[config.mk]
export PLATFORM = sky130hd
export DESIGN_NAME = smart_wr_guard
export DESIGN_NICKNAME = d
export VERILOG_FILES = /design/src/rtl/smart_wr_guard_pkg.sv /design/src/rtl/smart_rst_stretch.sv /design/src/rtl/smart_wr_guard.sv
export SDC_FILE = /design/constraint.sdc
export NUM_CORES = 1
export LEC_CHECK = 0
export CAP_MARGIN = 20
export CORE_MARGIN = 3
export CORE_UTILIZATION = 36
export CTS_CLUSTER_DIAMETER = 30
export CTS_CLUSTER_SIZE = 25
export DETAILED_ROUTE_END_ITERATION = 6
export PLACE_DENSITY = 0.73
export SKIP_LAST_GASP = 1
export SLEW_MARGIN = 20
export SYNTH_ARGS = -nofsm -noshare
export SYNTH_HDL_FRONTEND = slang
export SYNTH_SLANG_ARGS = --single-unit
[constraint.sdc]
create_clock -name mclk -period 1.43 [get_ports mclk]
set_input_delay 0.143 -clock mclk [delete_from_list [all_inputs] [get_ports mclk]]
set_output_delay 0.143 -clock mclk [all_outputs]
set_load 0.03 [all_outputs]
[src/rtl/smart_wr_guard_pkg.sv]
// smart_wr_guard_pkg: shared FSM encoding and default safe/code bounds for the SMART guards
package smart_wr_guard_pkg;
  localparam logic [1:0] IDLE    = 2'd0;
  localparam logic [1:0] TRUSTED = 2'd1;
  localparam logic [1:0] VIOL    = 2'd2;
  localparam logic [1:0] RSTING  = 2'd3;
  localparam logic [15:0] DEF_LOW_SAFE  = 16'h0200;
  localparam logic [15:0] DEF_HIGH_SAFE = 16'h021F;
  localparam logic [15:0] DEF_LOW_CODE  = 16'hA000;
  localparam logic [15:0] DEF_HIGH_CODE = 16'hA0FF;
  function automatic logic in_range(input logic [15:0] v, input logic [15:0] lo, input logic [15:0] hi);
    return (v >= lo) && (v <= hi);
  endfunction
endpackage

[src/rtl/smart_rst_stretch.sv]
// smart_rst_stretch: loadable down-counter timing the device reset pulse; busy = more than one cycle left
module smart_rst_stretch (
  input  logic       mclk,
  input  logic       reset_n,
  input  logic       load,
  input  logic [7:0] load_val,
  output logic       busy
);
  logic [7:0] cnt;
  // load on request, otherwise count down and park at zero
  always_ff @(posedge mclk or negedge reset_n)
    if (!reset_n) cnt <= '0;
    else cnt <= load ? load_val : (cnt != 8'd0 ? cnt - 8'd1 : cnt);
  assign busy = cnt > 8'd1;
endmodule

[src/rtl/smart_wr_guard.sv]
// smart_wr_guard: blocks untrusted writes to the SMART safe area and stretches a reset on violation (option SMART_WR_GUARD_LOG_EN)
module smart_wr_guard
  import smart_wr_guard_pkg::*;
#(
  parameter int          SIZE_MEM_ADDR = 15,
  parameter logic [15:0] LOW_SAFE      = DEF_LOW_SAFE,
  parameter logic [15:0] HIGH_SAFE     = DEF_HIGH_SAFE,
  parameter logic [15:0] LOW_CODE      = DEF_LOW_CODE,
  parameter logic [15:0] HIGH_CODE     = DEF_HIGH_CODE,
  parameter int          RST_CYCLES    = 4
) (
  input  logic                   mclk,
  input  logic                   reset_n,
  input  logic [SIZE_MEM_ADDR:0] mem_addr,
  input  logic                   mem_cen_i,
  input  logic [1:0]             mem_wen_i,
  input  logic [15:0]            ins_addr,
  input  logic                   disable_debug,
  output logic [1:0]             mem_wen_o,
  output logic                   reset,
  output logic                   trusted,
  output logic [7:0]             viol_cnt
`ifdef SMART_WR_GUARD_LOG_EN
  ,
  output logic [15:0]            viol_addr,
  output logic [15:0]            viol_pc
`endif
);
  logic [15:0] addr16;
  logic        wr_req, in_safe, in_code, entry, bad_wr, new_viol, busy;
  logic [1:0]  state, state_nxt;
  assign addr16   = 16'(mem_addr);
  assign wr_req   = ~mem_cen_i & (mem_wen_i != 2'b11);
  assign in_safe  = in_range(addr16, LOW_SAFE, HIGH_SAFE);
  assign in_code  = in_range(ins_addr, LOW_CODE, HIGH_CODE);
  assign entry    = ins_addr == LOW_CODE;
  assign bad_wr   = wr_req & in_safe;
  // violations win over entry in IDLE; a one-cycle pulse skips RSTING entirely
  always_comb
    state_nxt = state == IDLE    ? ((bad_wr | (in_code & ~entry)) ? VIOL : entry ? TRUSTED : IDLE) :
                state == TRUSTED ? (in_code ? TRUSTED : IDLE) :
                state == VIOL    ? (RST_CYCLES == 1 ? IDLE : RSTING) :
                                   (busy ? RSTING : IDLE);
  assign new_viol = (state == IDLE) & (state_nxt == VIOL);
  // state register and saturating violation counter
  always_ff @(posedge mclk or negedge reset_n)
    if (!reset_n) begin
      state    <= IDLE;
      viol_cnt <= '0;
    end else begin
      state    <= state_nxt;
      viol_cnt <= (new_viol && viol_cnt != 8'hFF) ? viol_cnt + 8'd1 : viol_cnt;
    end
  smart_rst_stretch u_stretch (
    .mclk     (mclk),
    .reset_n  (reset_n),
    .load     (state == VIOL),
    .load_val (8'(RST_CYCLES - 1)),
    .busy     (busy)
  );
  assign mem_wen_o = ((bad_wr & (state != TRUSTED)) | state[1]) ? 2'b11 : mem_wen_i;
  assign reset     = state[1] & ~disable_debug;
  assign trusted   = state == TRUSTED;
`ifdef SMART_WR_GUARD_LOG_EN
  // capture the offending access on each new violation
  always_ff @(posedge mclk or negedge reset_n)
    if (!reset_n) begin
      viol_addr <= '0;
      viol_pc   <= '0;
    end else if (new_viol) begin
      viol_addr <= addr16;
      viol_pc   <= ins_addr;
    end
`endif
endmodule

==> impl_metrics.toml <==
[outcome]
status = "finished with violations"
failed_checks = "setup timing"

[worst_setup_path]
r2r_slack_ps = -10
crit_path_end_kind = "register"
r2r-start = "u_stretch.cnt[7]"
crit_required_ps = 1640
critPathArrivalTime_ps = 1650
worst-r2r-cell-count = 5
path_max_fanout = 3
path_class = "reg -> reg"
critPathLaunchType = "register"
r2r-end = "u_stretch.cnt[0]"

[sta]
min_period_ps = 1440
period_share_pct = 101
finalWorstSetupSlack_ps = -13.4
worst_pin_slew_ps = 316
fin_setup_tns_ps = -24.8
slew_headroom_pct = 78.8
whs_ps = 148
rsz0062_at_grt = "yes"
fmax_mhz = 693
report.final.hold_viol_count = 0
slew_violations = 0
setup_violations = 2
skew_ps = 9.91

[power_and_ir_drop]
vdd_drop_max_uv = 1190
p_leak_nw = 0.890
cellPowerDensity_nw_per_um2 = 1390
power_w = 0.00260

[clock_tree]
cts_inserted_buffers = 3
htreeDepth = 1
clockRootBuffer = "clkbuf_4"
cts_num_sinks = 18
clkTransAtPathRegs_ps = 120
cts_max_path_buffers = 2
insertion_delay_ps = 310
cts_tree = "yes"

[floorplan]
rows = 19
initial_utilization_pct = 38.3
dieArea_um2 = 3650
dieWidth_um = 60.4
io-pin-count = 50
die_y_um = 60.4
core_region_area_um2 = 2780

[logic_synthesis]
synth_flop_cell = "dfrtp_1"
async_flop_share_pct = 100
yosysMostFrequentCell = "dfrtp_1"
synth.avg_cell_area_um2 = 10.3
yosysSeqAreaShare_pct = 42.3
synthDominantCellAreaShare_pct = 42.3
yosys.area.top_type = "dfrtp_1"
synthTopCellsByCount = "dfrtp_1, nand2_1, xnor2_1, nor2_1, nand4_1"
synth.distinct_cells = 36
ys_warn_count = 0
yosys-top-cells-area = "dfrtp_1, xnor2_1, ha_1"
syn_nets = 145
synth_edf_count = 0
syn_area_um2 = 1060
synthCells = 103
ys_ff_latch = 18

[final_layout]
syn_to_final_growth_pct = 75.6
drive_gt1_share_pct = 39.4
nNetsFinal = 218
antenna_cells = 0

[global_routing]
track_usage_pct = 17.8
antenna_found_initial = 0
grt_max_degree = 19
grt_pass1_wl_um = 4860
overflow = 0
grt_pass1_vias = 1168

[drt]
viasPerCell = 5.20
drtIter0Drc = 22
vias = 1071
dr.pass1.iters = 4
drt_wl_total_um = 2900
drtAntennaViolNets = 0
wl_per_cell_um = 14.1
drc = 0

[placement]
gp_congestion = 0.855
place_ws_ps = -398
port_buffers = 44
place_hpwl_um = 2130

[worst_hold_path]
min_path_type = "in -> async"

[run]
maxCapViolCount = 0
-- flip-flops by register name (all words and copies together) (netlist names) --
register	cells
u_stretch.cnt	8
state	2
viol_cnt	8
-- cell usage in the layout (no fill, tap or decap), types with 2 or more instances in the layout --
cell             instances
clkbuf_2                 2
nor2_4                   2
or2_4                    2
nor4_4                   2
nor2_1                   6
nand3_4                  2
dlygate4sd2_1           17
inv_1                    2
nor4_2                   2
o31ai_1                  2
nor2b_1                  3
and3_1                   3
dfrtp_2                  8
xnor2_1                  7
or4_4                    2
nand3_1                  4
buf_4                   25
nand2_1                 11
ha_1                     2
dlymetal6s2s_1           4
clkdlybuf4s50_1         11
clkdlybuf4s15_1          5
buf_6                    3
nand4_1                  6
xor2_1                   3
clkbuf_4                 3
dfrtp_1                 10
-- what timing repair did --
action / in CTS / in global routing
buffers inserted: 6 / 3
hold buffers: 0 / 0
pin swaps: 12 / 17
setup endpoints to repair: 18 / 19
resized for setup: 48 / 19
endpoints found under the hold margin: 0 / 0
-- cell type report --
cell class              count  area, um^2
clock buffers               4        36.3
fillers                   225         912
repair buffers             68         596
multi-input cells          83         731
flip-flops and latches     18         460
well taps                  31        38.8
inverters                   2        7.51
-- stage by stage --
| step | utilization (%) | cell area (um^2) | cells |
|---|---|---|---|
| finish | 67.2 | 1870 | 206 |
| global route | 67.2 | 1870 | 206 |
| CTS | 64.4 | 1790 | 204 |
| detailed placement | 60.2 | 1680 | 194 |
| global placement | 60.2 | 1680 | 194 |
| floorplan | - | 1090 | 103 |
-- worst max-delay path by stage --
| stage | start | to | slack, ps | depth (start not counted) |
|---|---|---|---|---|
| floorplan | ins_addr[4] | viol_cnt[1] | 10 | 5 |
| global placement | ins_addr[4] | viol_cnt[1] | -380 | 6 |
| detailed placement | ins_addr[4] | viol_cnt[1] | -400 | 6 |
| CTS | u_stretch.cnt[5] | u_stretch.cnt[1] | -30 | 5 |
| global route | u_stretch.cnt[1] | u_stretch.cnt[6] | -60 | 6 |
| finish | u_stretch.cnt[7] | u_stretch.cnt[0] | -10 | 5 |
-- where the power goes --
| group | switching, W | internal [W] |
|---|---|---|
| clock network | 0.000184 | 0.000156 |
| logic | 0.000697 | 0.000733 |
| registers | 0.000173 | 0.000656 |
| total | 0.00105 | 0.00154 |
-- worst max-delay path, stage by stage (launching register included) --
cell,delay (ps)
dfrtp_1,440
nor4_4,380
buf_4,200
nand3_4,100
xnor2_2,150
nand2_1,60
-- logic make-up (layout without fill, tap and decap cells) --
logic type | count (synthesis) | after routing | share of synthesized area, %
compound gates | 9 | 9 | 6.58
fa+ha+maj | 4 | 4 | 4.70
mux | 2 | 2 | 2.35
xor+xnor | 11 | 11 | 9.05
simple gates | 57 | 57 | 34.3
buf+inv | 2 | 74 | 0.705
flops | 18 | 18 | 42.3
-- layer usage --
| layer | track usage [%] | share of wire (%) | wire, um |
|---|---|---|---|
| met1 | 20.5 | 40 | 1160 |
| met2 | 31.3 | 53 | 1550 |
| met3 | 4.47 | 5.4 | 156 |
| met4 | 7.28 | 1.3 | 37 |
| met5 | 0 | 0 | 0 |
No activity file was read; power rests on OpenSTA's default activity.
